### src/rtl/rvbridge_frame_arbiter.sv
// rvbridge_frame_arbiter: two-source Avalon-ST (VIP) frame arbiter.
// A source owns the output from an accepted startofpacket beat until the
// end of a video packet (type 0x0), or until RELEASE_TIMEOUT idle cycles
// pass inside the frame. Output is a single register stage.
// Optional feature macro: ROUND_ROBIN_EN -- on simultaneous IDLE requests
// grant the source other than grant_src (default: source 0 always wins).
module rvbridge_frame_arbiter #(
  parameter int          DATA_WIDTH      = 8,
  parameter logic [15:0] RELEASE_TIMEOUT = 16'd4096
) (
  input  logic                  vst_clk,
  input  logic                  vst_rst_n,
  input  logic [DATA_WIDTH-1:0] din0_data,
  input  logic                  din0_valid,
  input  logic                  din0_startofpacket,
  input  logic                  din0_endofpacket,
  output logic                  din0_ready,
  input  logic [DATA_WIDTH-1:0] din1_data,
  input  logic                  din1_valid,
  input  logic                  din1_startofpacket,
  input  logic                  din1_endofpacket,
  output logic                  din1_ready,
  output logic [DATA_WIDTH-1:0] dout_data,
  output logic                  dout_valid,
  output logic                  dout_startofpacket,
  output logic                  dout_endofpacket,
  input  logic                  dout_ready,
  output logic                  grant_src,
  output logic                  locked,
  output logic                  timeout_pulse
);

  localparam logic [1:0] ST_IDLE  = 2'd0;
  localparam logic [1:0] ST_LOCK0 = 2'd1;
  localparam logic [1:0] ST_LOCK1 = 2'd2;

  logic [1:0]            state_q, state_d;
  logic [15:0]           idle_cnt;
  logic [3:0]            type_q;
  logic                  after_sop;

  logic                  in_idle, lock0, lock1, can_load;
  logic                  req0, req1, both_pick, idle_pick, sel;
  logic                  sel_valid, sel_sop, sel_eop;
  logic [DATA_WIDTH-1:0] sel_data;
  logic                  fwd, frame_end, idle_tick, tmo;
  logic [3:0]            beat_type;
  logic [15:0]           cnt_inc;

  assign in_idle  = (state_q == ST_IDLE);
  assign lock0    = (state_q == ST_LOCK0);
  assign lock1    = (state_q == ST_LOCK1);
  assign locked   = lock0 | lock1;
  assign can_load = ~dout_valid | dout_ready;

  assign req0 = din0_valid & din0_startofpacket;
  assign req1 = din1_valid & din1_startofpacket;

`ifdef ROUND_ROBIN_EN
  assign both_pick = ~grant_src;
`else
  assign both_pick = 1'b0;
`endif

  // Source chosen among IDLE requesters; in a lock it is the owner
  assign idle_pick = (req0 & req1) ? both_pick : req1;
  assign sel       = in_idle ? idle_pick : lock1;

  assign sel_valid = sel ? din1_valid         : din0_valid;
  assign sel_sop   = sel ? din1_startofpacket : din0_startofpacket;
  assign sel_eop   = sel ? din1_endofpacket   : din0_endofpacket;
  assign sel_data  = sel ? din1_data          : din0_data;

  // Beat taken into the output register this cycle
  assign fwd = can_load & (in_idle ? (req0 | req1) : (locked & sel_valid));

  // Stray mid-packet beats in IDLE are swallowed so the stream resyncs
  assign din0_ready = (in_idle & din0_valid & ~din0_startofpacket) |
                      (can_load & ~sel & (in_idle ? req0 : lock0));
  assign din1_ready = (in_idle & din1_valid & ~din1_startofpacket) |
                      (can_load &  sel & (in_idle ? req1 : lock1));

  // Type comes from the beat right after startofpacket; 1-beat packets
  // never end a frame
  assign beat_type = after_sop ? sel_data[3:0] : type_q;
  assign frame_end = fwd & locked & sel_eop & ~sel_sop & (beat_type == 4'h0);

  assign idle_tick = locked & ~sel_valid;
  assign cnt_inc   = (idle_cnt == 16'hFFFF) ? idle_cnt : idle_cnt + 16'd1;
  assign tmo       = idle_tick & (cnt_inc >= RELEASE_TIMEOUT);

  // Next-state: lock on an accepted request, release on frame end or timeout
  always_comb begin
    state_d = state_q;
    case (state_q)
      ST_IDLE:            if (fwd) state_d = idle_pick ? ST_LOCK1 : ST_LOCK0;
      ST_LOCK0, ST_LOCK1: if (frame_end | tmo) state_d = ST_IDLE;
      default:            state_d = ST_IDLE;
    endcase
  end

  // FSM, grant history, idle counter, packet-type tracking
  always_ff @(posedge vst_clk or negedge vst_rst_n) begin
    if (!vst_rst_n) begin
      state_q       <= ST_IDLE;
      grant_src     <= 1'b0;
      idle_cnt      <= 16'd0;
      type_q        <= 4'hF;
      after_sop     <= 1'b0;
      timeout_pulse <= 1'b0;
    end else begin
      state_q       <= state_d;
      timeout_pulse <= tmo;
      if (in_idle & fwd) grant_src <= idle_pick;
      if (in_idle | fwd | tmo) idle_cnt <= 16'd0;
      else if (idle_tick)      idle_cnt <= cnt_inc;
      if (fwd) begin
        after_sop <= sel_sop & ~sel_eop;
        if (sel_sop)        type_q <= 4'hF;
        else if (after_sop) type_q <= sel_data[3:0];
      end
    end
  end

  // Output register stage
  always_ff @(posedge vst_clk or negedge vst_rst_n) begin
    if (!vst_rst_n) begin
      dout_valid         <= 1'b0;
      dout_startofpacket <= 1'b0;
      dout_endofpacket   <= 1'b0;
      dout_data          <= '0;
    end else if (can_load) begin
      dout_valid <= fwd;
      if (fwd) begin
        dout_startofpacket <= sel_sop;
        dout_endofpacket   <= sel_eop;
        dout_data          <= sel_data;
      end
    end
  end

endmodule

### config.mk
export PLATFORM = sky130hd
export DESIGN_NAME = rvbridge_frame_arbiter
export DESIGN_NICKNAME = d
export VERILOG_FILES = /design/src/rtl/rvbridge_frame_arbiter.sv
export SDC_FILE = /design/constraint.sdc
export NUM_CORES = 1
export LEC_CHECK = 0
export ABC_AREA = 0
export CAP_MARGIN = 20
export CORE_MARGIN = 4
export CORE_UTILIZATION = 52
export CTS_CLUSTER_SIZE = 28
export DETAILED_ROUTE_END_ITERATION = 16
export HOLD_SLACK_MARGIN = 0.03
export PLACE_DENSITY_LB_ADDON = 0.2
export SETUP_SLACK_MARGIN = 0.15
export SLEW_MARGIN = 20
export SYNTH_ARGS = -nofsm -noshare
export SYNTH_HDL_FRONTEND = slang
export SYNTH_SLANG_ARGS = --single-unit
### constraint.sdc
create_clock -name vst_clk -period 2.75 [get_ports vst_clk]
set_input_delay 0.6875 -clock vst_clk [delete_from_list [all_inputs] [get_ports vst_clk]]
set_output_delay 0.6875 -clock vst_clk [all_outputs]
set_load 0.03 [all_outputs]
==> run summary <==
The master of the slowest instance on the critical path is clkdlybuf4s50_1. The share of final-layout standard cells stronger than drive strength 1 is 0.205, and the remaining global-route overflow is 0. The tool flagged a number of max-cap violations equal to 0. The worst setup path is launched from a primary input. From bottom edge to top edge, the die measures 72.0 um.

Clock-pin slew was measured on the worst setup and hold paths at 0.08 ns. The multi-input combinational cells in the finished layout cover a total of 1180 um2. For the worst setup path, the data required time is 2.06 ns. Critical path's top delay family: buffers and inverters. The slack of the critical path was 0.215 ns.

The signal on the critical path passes through clkdlybuf4s50_1 > and2_1 > o21ai_2 > nand2_1 > o21ai_0 > buf_4. Prior to clock tree synthesis, the placed netlist has a worst setup slack of -0.199 ns. The logs give 3800 um2 for the floorplan core area and 3910 um for the half-perimeter wire length after placement.

The critical path is of the in -> out type. The share of the clock period used by the worst path came out at 0.922. The cell taking the most area after synthesis was dfrtp_1. The number of sinks driven by the clock tree came out at 36. The run gives 0 as the final hold violation count. The tools report the data arrival time at the worst-slack endpoint as 1.85 ns. Setup repair after global routing could not meet its margin everywhere.

Summed over all cells, the static leakage comes to 1.33 nW. After filler insertion, the fill cell instance count of the layout stands at 289. Clock latency on the worst-skew pair, taken at its later pin, is 0.30 ns.

Synthesis instantiated 59 different standard cells from the library. Among all flip-flop cells after synthesis, the most frequent one is dfrtp_1. The power density over the cells is 760 nW/um2, and the total CTS buffers is 5.

The logs give 0.426 for the sequential cell area fraction in the yosys report and 22 for the number of placement rows. In this run the deepest clock path goes through 2 buffers. The tools report the endpoint class of the critical path as a primary output. During synthesis, Yosys emitted a total of 0 warnings. The overall fraction of global-route tracks in use is 0.214. The run finished with clean final reports. Worst min-delay path category: reg -> reg.

In the final routed layout, each cell accounts on average for 16.0 um. The H-tree was split into 2 levels. The number of nets with antenna violations after routing is 0. The CTS root buffer is clkbuf_8. The number of placed cells counting well taps is 331, and the number of antenna cells inserted is 0. Initial core utilization: 0.560. The count of vias placed by the detailed router is 2041, and the final count of negative-setup-slack endpoints is 0. The first global-routing pass estimated 8780 um of wire. TritonCTS built the clock tree. Proportion of register bits with asynchronous set or reset after synthesis: 1.00.

The area added between synthesis and finish is 36.0%, and the initial antenna violation count is 0. For this run, the slowest stage of the critical path takes 0.45 ns. Input and output buffers added on the ports amount to 40.

The number of global-route vias before repair was 1934. The number of nets handed over by synthesis was 260. For this run, the post-layout net count is 325. In this run, synthesis inferred 0 flip-flops with an integrated enable. For the maximum number of pins on one net before global-route repair, the log shows 37. Across the routed clock network, the largest skew measured is 0.0146 ns.

For this block, the routed nets add up to 5520 um of wire. Ranked by total cell area, the synthesized netlist is headed by dfrtp_1, o21ai_0, nand2_1. The count of unresolved DRC violations after routing was 0.

Maximum frequency from static timing analysis: 395 MHz. The detailed router finished its first iteration with 138 violations. Summing every instance area after synthesis gives 2130 um2. The peak supply drop is 680 uV, and the maximum fanout along the worst path is 4. The area share of the largest cell type after synthesis came out at 0.376. The horizontal die dimension is 72.0 um. Routability-driven placement finished with a final weighted congestion of 0.852. The number of register bits inferred by synthesis was 36; the number of ports placed on the die boundary was 41. At the pin with the least slew margin, the transition time is 0.607 ns.

In the synthesized netlist, the number of instances is 231. Area taken by flip-flops and latches: 906 um2. The critical path contains buffers and inverters numbering 2 combined.

The floorplan step defined a die boundary enclosing 5180 um2. After the flow finishes, the layout carries non-filler instances totaling 345. The average size of a mapped cell came out at 9.21 um2. Buffers inserted to repair hold after CTS numbered 0. The via-per-instance ratio came out at 5.92. The logs give 0 for the number of max-slew violations in the final report and 0.594 for the worst slew margin relative to its limit.

The time the final worst path needs with I/O delays and setup was 2.53 ns; the total iterations of the first detailed-routing run was 4.
-- final timing paths --
path | depth (start not counted) | startpoint | end | slack (ns)
min in group asynchronous | 2 | vst_rst_n | idle_cnt[0]$_DFFE_PN0P_ | 0.79
max reg2reg | 8 | state_q[0]$_DFFE_PN0P_ | idle_cnt[11]$_DFFE_PN0P_ | 0.28
min | 2 | dout_data[0]$_DFFE_PN0P_ | dout_data[0]$_DFFE_PN0P_ | 0.48
max | 6 | din0_startofpacket | din1_ready | 0.22
min reg2reg | 2 | dout_data[0]$_DFFE_PN0P_ | dout_data[0]$_DFFE_PN0P_ | 0.48
max in group asynchronous | 2 | vst_rst_n | type_q[2]$_DFFE_PN1P_ | 1.59
-- routing by layer --
metal,up-vias,track usage,wire length [um]
met4,0,0.0668,53
met5,-,0,0
met3,7,0.0512,341
met2,62,0.342,2660
li1,984,-,-
met1,988,0.289,2470
-- cells in the final DEF (no fill, tap or decap), types with 2 or more instances in the layout --
cell type and count:
nand2b_1 2, o211a_1 3, nand3_1 7, o211ai_1 2
and4_2 2, o21ai_2 2, nand4_1 3, nor3b_1 5
a21oi_1 2, and3_1 4, clkdlybuf4s50_1 35, buf_6 2
inv_1 7, dlymetal6s2s_1 2, nor2b_1 5, buf_2 2
clkbuf_8 5, mux2_2 2, and2_1 7, buf_4 26
dfrtp_1 32, o21ai_0 22, nor2_1 11, a21o_1 10
ha_1 3, a31oi_1 6, nor3_1 6, dfstp_2 4
mux2i_1 7, o31ai_1 2, nand2_1 30
-- registers in the layout, indices dropped and copies added (netlist names) --
| signal | flops |
|---|---|
| after_sop | 1 |
| dout_data | 8 |
| dout_endofpacket | 1 |
| dout_startofpacket | 1 |
| dout_valid | 1 |
| grant_src | 1 |
| idle_cnt | 16 |
| state_q | 2 |
| timeout_pulse | 1 |
| type_q | 4 |
-- layout make-up --
cell class,instances,share of cell area
well taps,48,0.0208
clock buffers,5,0.0238
repair buffers,68,0.211
clock inverters,3,0.0147
inverters,7,0.00908
multi-input cells,178,0.407
flip-flops and latches,36,0.313
-- per-stage QoR --
stage,TNS (ns),cell area (um2),power [mW],util,hold WS (ns)
finish,0,2890,2.20,0.762,0.482
global route,0,2890,2.33,0.762,0.511
CTS,0,2810,2.16,0.741,0.489
detailed placement,-1.56,2700,1.69,0.709,0.471
global placement,-1.08,2700,1.66,0.709,0.461
floorplan,0,2130,1.31,-,0.392
-- worst min-delay path: stages (launching register included) --
cell and delay, ns:
dfrtp_1 0.34, nand2_1 0.04, o21ai_0 0.06
-- synth_stat cells, drive strengths merged (6+ instances only) --
library cell	instances
nor2	11
nand2	30
buf	6
o21ai	24
nor2b	6
inv	7
a21o	11
nor3	6
mux2i	7
a31oi	6
nand3	8
dfrtp	32
and2	8
-- what timing repair did --
action,CTS,global route
resized for setup,7,14
endpoints found under the hold margin,0,0
setup buffers,0,5
gates cloned,0,1
pin swaps,0,1
endpoints found under the setup margin,6,8
-- logic make-up after synthesis --
group	after synthesis	share of synthesized area
buf+inv	17	0.0388
simple gates	93	0.227
compound gates	72	0.242
flops	36	0.426
mux	9	0.0435
fa+ha+maj	4	0.0235
-- power breakdown --
part,leakage (nW),switching (mW),internal [mW]
Clock,0.0541,0.203,0.268
Sequential,0.458,0.0905,0.676
Combinational,0.821,0.532,0.429
Power figures use the tool's default switching activity.
